--- config.mk ---
export PLATFORM = sky130hd
export DESIGN_NAME = ex_muldiv_unit_flat
export DESIGN_NICKNAME = d
export VERILOG_FILES = /design/src/rtl/ex_muldiv_unit_pkg.sv /design/src/rtl/ex_muldiv_unit_if.sv /design/src/rtl/ex_muldiv_unit_div_step.sv /design/src/rtl/ex_muldiv_unit.sv /design/src/flat_wrapper.sv
export SDC_FILE = /design/constraint.sdc
export NUM_CORES = 1
export LEC_CHECK = 0
export CORE_ASPECT_RATIO = 0.9
export CORE_MARGIN = 10
export CORE_UTILIZATION = 45
export DETAILED_ROUTE_END_ITERATION = 16
export PLACE_DENSITY = 0.74
export SLEW_MARGIN = 20
export SYNTH_ARGS = -nofsm -noshare
export SYNTH_HDL_FRONTEND = slang
export SYNTH_SLANG_ARGS = --single-unit
export TNS_END_PERCENT = 30
--- constraint.sdc ---
create_clock -name clk -period 5.2 [get_ports clk]
set_clock_uncertainty 0.15 [all_clocks]
set_input_delay 1.3 -clock clk [delete_from_list [all_inputs] [get_ports clk]]
set_output_delay 1.3 -clock clk [all_outputs]
set_load 0.02 [all_outputs]
--- src/rtl/ex_muldiv_unit_pkg.sv ---
// Shared types for the RV32 M-extension multiply/divide unit (FSM states, funct3 codes).
// Optional single-cycle multiply is selected with MULDIV_FAST_MUL_EN.
package loopyV_data_types;

   typedef enum logic [1:0] {
      MD_IDLE,
      MD_MUL,
      MD_DIV,
      MD_DONE
   } muldivStateType;

   localparam logic [2:0] MD_FUNCT3_MUL    = 3'd0;
   localparam logic [2:0] MD_FUNCT3_MULH   = 3'd1;
   localparam logic [2:0] MD_FUNCT3_MULHSU = 3'd2;
   localparam logic [2:0] MD_FUNCT3_MULHU  = 3'd3;
   localparam logic [2:0] MD_FUNCT3_DIV    = 3'd4;
   localparam logic [2:0] MD_FUNCT3_DIVU   = 3'd5;
   localparam logic [2:0] MD_FUNCT3_REM    = 3'd6;
   localparam logic [2:0] MD_FUNCT3_REMU   = 3'd7;

   // Magnitude of a possibly-signed word; 0x80000000 maps to itself, read as unsigned.
   function automatic logic [31:0] abs32(input logic [31:0] v, input logic is_signed);
      return (is_signed && v[31]) ? -v : v;
   endfunction

endpackage

--- src/rtl/ex_muldiv_unit_if.sv ---
// EX-stage request/response bundle between the pipeline and the multiply/divide unit.
interface ex_muldiv_unit_if;

   logic        startEX;
   logic [2:0]  funct3EX;
   logic [31:0] operandAEX;
   logic [31:0] operandBEX;
   logic        flushEX;
   logic        busyEX;
   logic        doneEX;
   logic [31:0] resultEX;

   modport master (
      output startEX, funct3EX, operandAEX, operandBEX, flushEX,
      input  busyEX, doneEX, resultEX
   );

   modport slave (
      input  startEX, funct3EX, operandAEX, operandBEX, flushEX,
      output busyEX, doneEX, resultEX
   );

endinterface

--- src/rtl/ex_muldiv_unit_div_step.sv ---
// One combinational restoring-divide step: shift in the next dividend bit, subtract if it fits.
module muldiv_div_step (
   input  logic [32:0] rem,
   input  logic [31:0] quo,
   input  logic [31:0] divisor,
   output logic [32:0] rem_next,
   output logic [31:0] quo_next
);

   logic [33:0] shifted;
   logic [34:0] diff;

   always_comb begin
      shifted = {rem, quo[31]};
      diff    = {1'b0, shifted} - {3'b000, divisor};
      // A clear sign bit means the divisor fit: keep the difference, emit a 1.
      if (!diff[34]) begin
         rem_next = diff[32:0];
         quo_next = {quo[30:0], 1'b1};
      end else begin
         rem_next = shifted[32:0];
         quo_next = {quo[30:0], 1'b0};
      end
   end

endmodule

--- src/rtl/ex_muldiv_unit.sv ---
// Iterative RV32 M multiply/divide unit for the EX stage: 32-cycle shift-add / restoring divide.
// Define MULDIV_FAST_MUL_EN to replace the iterative multiply with a single-cycle product.
module ex_muldiv_unit
   import loopyV_data_types::*;
(
   input logic           clk,
   input logic           arstn,
   ex_muldiv_unit_if.slave md
);

   muldivStateType state, state_n;
   logic [2:0]  op, op_n;
   logic        neg, neg_n;
   logic [4:0]  cnt, cnt_n;
   logic [31:0] opnd, opnd_n;
   logic [63:0] prod, prod_n;
   logic [32:0] rem, rem_n;
   logic [31:0] quo, quo_n;
   logic [31:0] result_q, result_n;

   logic        sgn_a, sgn_b, div_by_zero, div_ovf, neg_in;
   logic [31:0] abs_a, abs_b;
   logic [32:0] mul_sum, step_rem;
   logic [31:0] step_quo, quo_f, rem_f;
   logic [63:0] prod_f;
`ifdef MULDIV_FAST_MUL_EN
   logic [63:0] fast_a, fast_b, fast_prod;
`endif

   muldiv_div_step u_div_step (
      .rem      (rem),
      .quo      (quo),
      .divisor  (opnd),
      .rem_next (step_rem),
      .quo_next (step_quo)
   );

   always_comb begin
      sgn_a  = md.funct3EX inside {MD_FUNCT3_MULH, MD_FUNCT3_MULHSU, MD_FUNCT3_DIV, MD_FUNCT3_REM};
      sgn_b  = md.funct3EX inside {MD_FUNCT3_MULH, MD_FUNCT3_DIV, MD_FUNCT3_REM};
      abs_a  = abs32(md.operandAEX, sgn_a);
      abs_b  = abs32(md.operandBEX, sgn_b);
      // Remainder follows the dividend; everything else follows the product/quotient sign.
      neg_in = (md.funct3EX == MD_FUNCT3_REM) ? md.operandAEX[31]
             : (sgn_a & md.operandAEX[31]) ^ (sgn_b & md.operandBEX[31]);
      div_by_zero = (md.operandBEX == 32'd0);
      div_ovf     = sgn_b && (md.operandAEX == 32'h8000_0000) && (md.operandBEX == 32'hFFFF_FFFF);
      mul_sum     = {1'b0, prod[63:32]} + (prod[0] ? {1'b0, opnd} : 33'd0);
`ifdef MULDIV_FAST_MUL_EN
      fast_a    = {{32{sgn_a & md.operandAEX[31]}}, md.operandAEX};
      fast_b    = {{32{sgn_b & md.operandBEX[31]}}, md.operandBEX};
      fast_prod = fast_a * fast_b;
`endif
   end

   // NOTE: every always_comb output gets a default first so no path can infer a latch.
   always_comb begin
      state_n = state;
      op_n    = op;
      neg_n   = neg;
      cnt_n   = cnt;
      opnd_n  = opnd;
      prod_n  = prod;
      rem_n   = rem;
      quo_n   = quo;
      case (state)
         MD_IDLE: if (md.startEX) begin
            op_n  = md.funct3EX;
            neg_n = neg_in;
            cnt_n = 5'd0;
            if (!md.funct3EX[2]) begin
`ifdef MULDIV_FAST_MUL_EN
               prod_n  = fast_prod;
               neg_n   = 1'b0;
               state_n = MD_DONE;
`else
               opnd_n  = abs_a;
               prod_n  = {32'd0, abs_b};
               state_n = MD_MUL;
`endif
            end else if (div_by_zero) begin
               quo_n   = 32'hFFFF_FFFF;
               rem_n   = {1'b0, md.operandAEX};
               neg_n   = 1'b0;
               state_n = MD_DONE;
            end else if (div_ovf) begin
               quo_n   = 32'h8000_0000;
               rem_n   = 33'd0;
               neg_n   = 1'b0;
               state_n = MD_DONE;
            end else begin
               opnd_n  = abs_b;
               quo_n   = abs_a;
               rem_n   = 33'd0;
               state_n = MD_DIV;
            end
         end
         MD_MUL: begin
            prod_n = {mul_sum, prod[31:1]};
            cnt_n  = cnt + 5'd1;
            if (cnt == 5'd31) state_n = MD_DONE;
         end
         MD_DIV: begin
            rem_n = step_rem;
            quo_n = step_quo;
            cnt_n = cnt + 5'd1;
            if (cnt == 5'd31) state_n = MD_DONE;
         end
         MD_DONE: state_n = MD_IDLE;
         default: state_n = MD_IDLE;
      endcase
      if (md.flushEX) begin
         state_n = MD_IDLE;
         cnt_n   = 5'd0;
      end
   end

   // Result is formed from the values about to be registered, so it lands with the DONE state.
   always_comb begin
      prod_f = neg_n ? -prod_n : prod_n;
      quo_f  = neg_n ? -quo_n : quo_n;
      rem_f  = neg_n ? -rem_n[31:0] : rem_n[31:0];
      case (op_n)
         MD_FUNCT3_MUL:                                     result_n = prod_f[31:0];
         MD_FUNCT3_MULH, MD_FUNCT3_MULHSU, MD_FUNCT3_MULHU: result_n = prod_f[63:32];
         MD_FUNCT3_DIV, MD_FUNCT3_DIVU:                     result_n = quo_f;
         default:                                           result_n = rem_f;
      endcase
   end

   // NOTE: sequential state uses non-blocking assignments so all registers update together.
   always_ff @(posedge clk or negedge arstn) begin
      if (!arstn) begin
         state    <= MD_IDLE;
         op       <= 3'd0;
         neg      <= 1'b0;
         cnt      <= 5'd0;
         opnd     <= 32'd0;
         prod     <= 64'd0;
         rem      <= 33'd0;
         quo      <= 32'd0;
         result_q <= 32'd0;
      end else begin
         state <= state_n;
         op    <= op_n;
         neg   <= neg_n;
         cnt   <= cnt_n;
         opnd  <= opnd_n;
         prod  <= prod_n;
         rem   <= rem_n;
         quo   <= quo_n;
         if (state_n == MD_DONE) result_q <= result_n;
      end
   end

   assign md.busyEX   = ((state == MD_IDLE) && md.startEX) || (state == MD_MUL) || (state == MD_DIV);
   assign md.doneEX   = (state == MD_DONE);
   assign md.resultEX = result_q;

endmodule

--- src/flat_wrapper.sv ---
// flat-port wrapper written by rule: the top's interface ports become plain ports
module ex_muldiv_unit_flat import loopyV_data_types::*;
  (clk, arstn, md_startEX, md_funct3EX, md_operandAEX, md_operandBEX, md_flushEX, md_busyEX, md_doneEX, md_resultEX);
  ex_muldiv_unit_if md_i ();
  input logic clk;
  input logic arstn;
  input wire logic [$bits(md_i.startEX)-1:0] md_startEX;
  input wire logic [$bits(md_i.funct3EX)-1:0] md_funct3EX;
  input wire logic [$bits(md_i.operandAEX)-1:0] md_operandAEX;
  input wire logic [$bits(md_i.operandBEX)-1:0] md_operandBEX;
  input wire logic [$bits(md_i.flushEX)-1:0] md_flushEX;
  output wire logic [$bits(md_i.busyEX)-1:0] md_busyEX;
  output wire logic [$bits(md_i.doneEX)-1:0] md_doneEX;
  output wire logic [$bits(md_i.resultEX)-1:0] md_resultEX;
  assign md_i.startEX = md_startEX;
  assign md_i.funct3EX = md_funct3EX;
  assign md_i.operandAEX = md_operandAEX;
  assign md_i.operandBEX = md_operandBEX;
  assign md_i.flushEX = md_flushEX;
  assign md_busyEX = md_i.busyEX;
  assign md_doneEX = md_i.doneEX;
  assign md_resultEX = md_i.resultEX;
  ex_muldiv_unit u_core (.clk(clk), .arstn(arstn), .md(md_i));
endmodule
== After elaboration in Yosys (flattened, before gate mapping) ==
Cells that the tools add are included.

* Muxes and demuxes: 42
* Reduce and logical (&&, ||, !) cells: 20
* Bitwise gates (word level): 3
* Add/sub/neg operators: 8
* Equal/unequal tests: 21

{| class="wikitable"
|+ Operators with widths
! operator !! count
|-
| two-way mux 32 bit || 13
|-
| two-way mux 64 bit || 3
|-
| negation 32 bit || 4
|-
| case mux 64 bit (2 select lines) || 1
|-
| two-way mux 33 bit || 3
|-
| case mux 32 bit (3 select lines) || 1
|-
| case mux 33 bit (2 select lines) || 1
|-
| == test 32 bit, second input constant || 2
|-
| negation 64 bit || 1
|-
| case mux 32 bit (2 select lines) || 1
|-
| subtractor 34 x 32 -> 35 bit || 1
|-
| adder 32 x 33 -> 33 bit || 1
|-
| logical NOT 32 bit || 1
|-
| == test 3 bit, second input constant || 4
|-
| two-way mux 2 bit || 5
|-
| two-way mux 5 bit || 2
|-
| case mux 5 bit (2 select lines) || 1
|-
| == test 3 x 2 -> 1 bit, second input constant || 3
|-
| two-way mux 1 bit || 8
|-
| != test 2 bit, second input constant || 4
|-
| == test 2 bit, second input constant || 3
|-
| == test 3 x 1 -> 1 bit, second input constant || 2
|-
| two-way mux 3 bit || 2
|-
| case mux 2 bit (3 select lines) || 1
|-
| other kinds (18) || 26
|}

* Input bits: 71
* Register bits: 204
* Logic and storage cells: 104
* Output and inout bits: 34

== Longest topological paths before layout ==
* Depth in word-level cells: 12
* Gate-level depth with buffers: 20
* Depth with buffers taken out: 18

== Modules after synthesis ==
A second synthesis with hierarchy kept.

* Cell total of the unflattened synthesis: 2569
* Area, all modules: 19952.9 um^2

{| class="wikitable"
|+ Modules (own cells, without submodules)
! module !! area each (um^2) !! times used !! sequential area each (um^2) !! cells an instance
|-
| ex_muldiv_unit || 17566.8 || 1 || 5104.9 || 2210
|-
| muldiv_div_step || 2386.0 || 1 || 0.0 || 359
|}

== Worst setup path after synthesis ==
Ideal clock, no wire load.

* Path kind: input -> register
* Start: input port md_operandBEX[29]
* End: register u_core.result_q[20], in the netlist u_core.md.resultEX[20]
* Data required time: 4924 ps
* Path buffers: 4
* Cell stages on the path: 16
* Library setup time: 126 ps
* Arrival: 4789 ps
* Setup slack: 135 ps
* Cell sequence: buf_2 > or4_1 > or4_1 > clkbuf_1 > nor3_2 > buf_2 > buf_2 > a21oi_1 > nand3_1 > inv_1 > ha_1 > nand4_1 > or3_1 > mux2i_1 > a22o_1 > o32a_1

* Word-level cells in the longest chain between the ends: 10
* Elaborated cells between the ends (all ways): 36
* Those cells by class: 4 x add/sub; 2 x eq/ne; 28 x mux; 2 x reduce/logical

{| class="wikitable"
|+ RTL lines
! element !! line !! RTL
|-
| start: declaration || flat_wrapper.sv:10 || <nowiki>input wire logic [$bits(md_i.operandBEX)-1:0] md_operandBEX;</nowiki>
|-
| parallel branches: the longest is 10 deep, another holds negation 64 bit || - ||
|-
| end signal: assignment || ex_muldiv_unit.sv:152 || <nowiki>if (state_n == MD_DONE) result_q <= result_n;</nowiki>
|-
| end: declaration || ex_muldiv_unit.sv:19 || <nowiki>logic [31:0] result_q, result_n;</nowiki>
|}

Parallel ways; which one is timed is not known. The select of a mux whose other input is x is not followed.
A chain may end at the register's enable or synchronous reset.

== Worst setup path after layout ==
* Start: input port md_operandAEX[23]
* End: register u_core.result_q[29], in the netlist u_core.md.resultEX[29]

* Word-level cells in the longest chain between the ends: 11
* Elaborated cells between the ends (all ways): 32
* Those cells by class: 3 x add/sub; 2 x eq/ne; 25 x mux; 2 x reduce/logical

{| class="wikitable"
|+ RTL lines
! element !! line !! RTL
|-
| start: declaration || flat_wrapper.sv:9 || <nowiki>input wire logic [$bits(md_i.operandAEX)-1:0] md_operandAEX;</nowiki>
|-
| == test 32 bit || ex_muldiv_unit.sv:47 || <nowiki>div_ovf = sgn_b && (md.operandAEX == 32'h8000_0000) && (md.operandBEX == 32'hFFFF_FFFF);</nowiki>
|-
| logical AND 1 bit (2 in a row) || ex_muldiv_unit.sv:47 ||
|-
| two-way mux 32 bit || ex_muldiv_unit.sv:86 || <nowiki>end else if (div_ovf) begin</nowiki>
|-
| two-way mux 32 bit || ex_muldiv_unit.sv:81 || <nowiki>end else if (div_by_zero) begin</nowiki>
|-
| two-way mux 32 bit || ex_muldiv_unit.sv:71 || <nowiki>if (!md.funct3EX[2]) begin</nowiki>
|-
| two-way mux 32 bit || ex_muldiv_unit.sv:67 || <nowiki>MD_IDLE: if (md.startEX) begin</nowiki>
|-
| case mux 32 bit (2 select lines) || ex_muldiv_unit.sv:66 || <nowiki>case (state)</nowiki>
|-
| via u_core.quo_n[13] || ex_muldiv_unit.sv:18 || <nowiki>logic [31:0] quo, quo_n;</nowiki>
|-
| negation 32 bit || ex_muldiv_unit.sv:121 || <nowiki>quo_f = neg_n ? -quo_n : quo_n;</nowiki>
|-
| two-way mux 32 bit || ex_muldiv_unit.sv:121 ||
|-
| case mux 32 bit (3 select lines) || ex_muldiv_unit.sv:123 || <nowiki>case (op_n)</nowiki>
|}

The timed path passes the listed nets, and every way through them passes these cells. The select of a mux whose other input is x is not followed.

==> flow_summary.ini <==
[outcome]
status = finished, final reports clean

[global_routing]
busiest_layer = met2
grt_use_met1_pct = 49.3
grt_max_degree = 93
grt-ovfl-total = 0
grt_pass1_wl_um = 157000
antenna_found_initial = 4
use_met3_pct = 9.63
grtUsageMet2_pct = 55.9
grt_pass1_vias = 24071
track_usage_pct = 37.7

[pwr]
leakage_nw = 12.4
internal-power_w = 0.00800
p_sw_w = 0.00785
pwr_density_cell_nw_per_um2 = 560
power_frac_comb_pct = 68.8
ir_drop_uv = 286
p_seq_share_pct = 18.2
p_sw_share_pct = 49.5
p_clk_share_pct = 13.0

[yosys]
synth_edf_count = 0
netlist_top_cells_area = dfrtp_1 (25%), ha_1 (4.6%), nand2_1 (4.1%)
ys_warn_count = 0
synthFlopType = dfrtp_1
ys_seq_area_share_pct = 24.8
yosysMostFrequentCell = nand2_1
syn_inst = 2619
async_reset_ff_share_pct = 100
syn-num-nets = 2768
yosysUniqueCellTypes = 113
synth_area_um2 = 20500
synth_top_area_share_pct = 24.8
syn_area_per_cell_um2 = 7.84
synth-seq-cells = 204
ys_top_cells_by_count = nand2_1 (227), nor2_1 (206), dfrtp_1 (204)
synth_top_area_cell = dfrtp_1

[critical_path]
crit_type = input pin to register
critPathCaptureType = register
arrival_ps = 5490
cp_max_fo = 7
crit_chain = clkdlybuf4s50_1 -> or4_1 -> nor2_2 -> nand3_2 -> nor4_4 -> buf_4 -> o31a_1 -> inv_2 -> nor4_4 -> nand3_2 -> buf_4 -> nor3_2 -> nand3_1 -> mux2i_1 -> a211oi_2 -> o22ai_1
cpPeakStageDelay_ps = 620
crit_buf_inv = 4
start_kind = input pin
cp_slowest_cell = or4_1
rrSetupSlack_ps = 50
required_ps = 5530
critical_path.top_delay_family = simple AND/OR/NAND/NOR gates

[clock_tree]
cts_tree = done
htreeDepth = 1
clk_latency_ps = 570
clock_sinks = 204
cts.clk_slew.worst_paths_ps = 60
numCtsBuffers = 26
hold_buffers = 0
root_buffer = clkbuf_16
clock_path_buffers = 3

[timing]
period_share_pct = 99.1
final_max_slew_viol_count = 0
max_slew_margin_pct = 24.9
period_minus_slack_ps = 5160
max_freq_mhz = 194
grt_setup_unrepaired = yes
setup_violations = 0
worst_pin_slew_ps = 1120
setup_tns_ps = 0
hold_violations = 0
worst_slack_ps = 44.9

[floorplanning]
core-area_um2 = 45300
fp.dieW_um = 245
initial_core_util_pct = 45.4
die_area_um2 = 54600
die_y_um = 223
num_rows = 74
io_pins = 105

[routing]
drt-vias-per-instance = 6.61
first_pass_iters = 8
drt-initial-drc-count = 3607
finalWirelength_um = 108000
drc = 0
via_count = 25651
wl_per_cell_um = 27.9
antenna_left = 0

[worst_hold_path]
hp-class = register to register

[final_layout]
area_growth_pct = 37.7
nNetsFinal = 3405
drive_above_1_share_pct = 28.0
stdcell_count = 3883

[place]
placedCellCount = 3822
hpwl_um = 87300
dp_slack_ps = -715
numPortBuffers = 104
gp_congestion = 1.08

[job]
drv_cap = 0
==> routing by layer <==
| layer | vias up | share of wire [%] |
|---|---|---|
| li1 | 11204 | - |
| met1 | 12342 | 40 |
| met2 | 1753 | 42 |
| met3 | 346 | 11 |
| met4 | 6 | 6.5 |
| met5 | - | 0.036 |
==> state kept, by name (all words and copies together), names as in the netlist <==
register	cells
u_core.md.resultEX	32
u_core.op	3
u_core.opnd	32
u_core.state	2
u_core.quo	32
u_core.cnt	5
u_core.prod	64
u_core.rem	33
u_core.neg	1
==> power groups by stage <==
stage	logic [W]	registers [W]	clock network [W]
after floorplan	0.00553	0.00271	0
after global placement	0.0102	0.00284	0
after detailed placement	0.0103	0.00285	0
after CTS	0.0104	0.00284	0.00205
after global routing	0.0115	0.00291	0.00212
final	0.0109	0.00289	0.00206
==> tightest hold or removal path, stage by stage, from the launching register on <==
cell	delay (ps)
dfrtp_1	340
nand2_1	40
o21ai_0	60
==> final cells by class <==
type                    instances  area, um2
inverters                     119        447
fillers                      4004      17000
well taps                     608        761
clock buffers                  32        724
flip-flops and latches        204       5110
diodes                          1       2.50
clock inverters                14        201
multi-input cells            2119      14700
repair buffers                786       6320
==> kinds of logic (layout without fill, tap and decap cells) <==
| family | Yosys count | count (layout) | share of synthesized area, % |
|---|---|---|---|
| AND/OR/NAND/NOR | 941 | 941 | 24.6 |
| AO/OA/AOI/OAI | 888 | 888 | 30.3 |
| buffers and inverters | 296 | 951 | 5.80 |
| flip-flops | 204 | 204 | 24.8 |
| XOR/XNOR | 148 | 148 | 6.31 |
| adder cells (fa/ha/maj) | 78 | 78 | 4.82 |
| multiplexers | 64 | 64 | 3.27 |
| other | 0 | 1 | 0 |
==> metrics by stage <==
| step | hold slack [ps] | utilization [%] | total power (W) | cell area (um2) |
|---|---|---|---|---|
| floorplan | 303 | - | 0.00824 | 20500 |
| global placement | 313 | 59.2 | 0.0130 | 26800 |
| detailed placement | 321 | 59.2 | 0.0132 | 26800 |
| CTS | 334 | 61.4 | 0.0153 | 27800 |
| global route | 347 | 62.5 | 0.0165 | 28300 |
| finish | 333 | 62.5 | 0.0159 | 28300 |
==> cells in the final DEF, fill, tap and decap left out, types with 18 or more instances in the layout <==
master	Yosys	routed
a21o_1	37	37
mux2i_1	39	38
a22o_1	22	22
clkbuf_16	0	27
and2_1	45	45
xor2_1	55	54
nand2_1	227	227
and3_1	20	19
a21oi_1	151	145
a31oi_1	45	45
ha_1	76	73
buf_4	2	670
o211ai_1	30	30
nor4_1	43	37
o21ai_1	24	30
dfrtp_1	204	200
nand3_1	61	58
xnor2_1	93	91
o21a_1	25	24
or3_1	41	37
mux2_2	25	25
nor2_1	206	201
o21ai_0	167	160
a22oi_1	59	59
nand4_1	61	61
clkdlybuf4s50_1	0	98
o22ai_1	23	21
a211oi_1	31	29
nor3_1	70	67
nand2b_1	28	28
a222oi_1	18	18
o31ai_1	47	45
inv_1	110	109
==> final timing paths <==
| path | startpoint | to | cells after the start |
|---|---|---|---|
| setup reg to reg | u_core.opnd[1] | u_core.md.resultEX[31] | 16 |
| max in group asynchronous | arstn | u_core.opnd[10] | 2 |
| hold reg to reg | u_core.md.resultEX[0] | u_core.md.resultEX[0] | 2 |
| hold / removal | u_core.md.resultEX[0] | u_core.md.resultEX[0] | 2 |
| min in group asynchronous | arstn | u_core.prod[51] | 1 |
| setup / recovery | md_operandAEX[23] | u_core.md.resultEX[29] | 16 |
==> repair_timing <==
action | in CTS | in global routing
endpoints found under the hold margin | 0 | 0
setup endpoints to repair | 14 | 29
gates resized for setup | 8 | 82
pin swaps | 0 | 30
buffers inserted | 0 | 14
(Power assumes the default switching activity.)
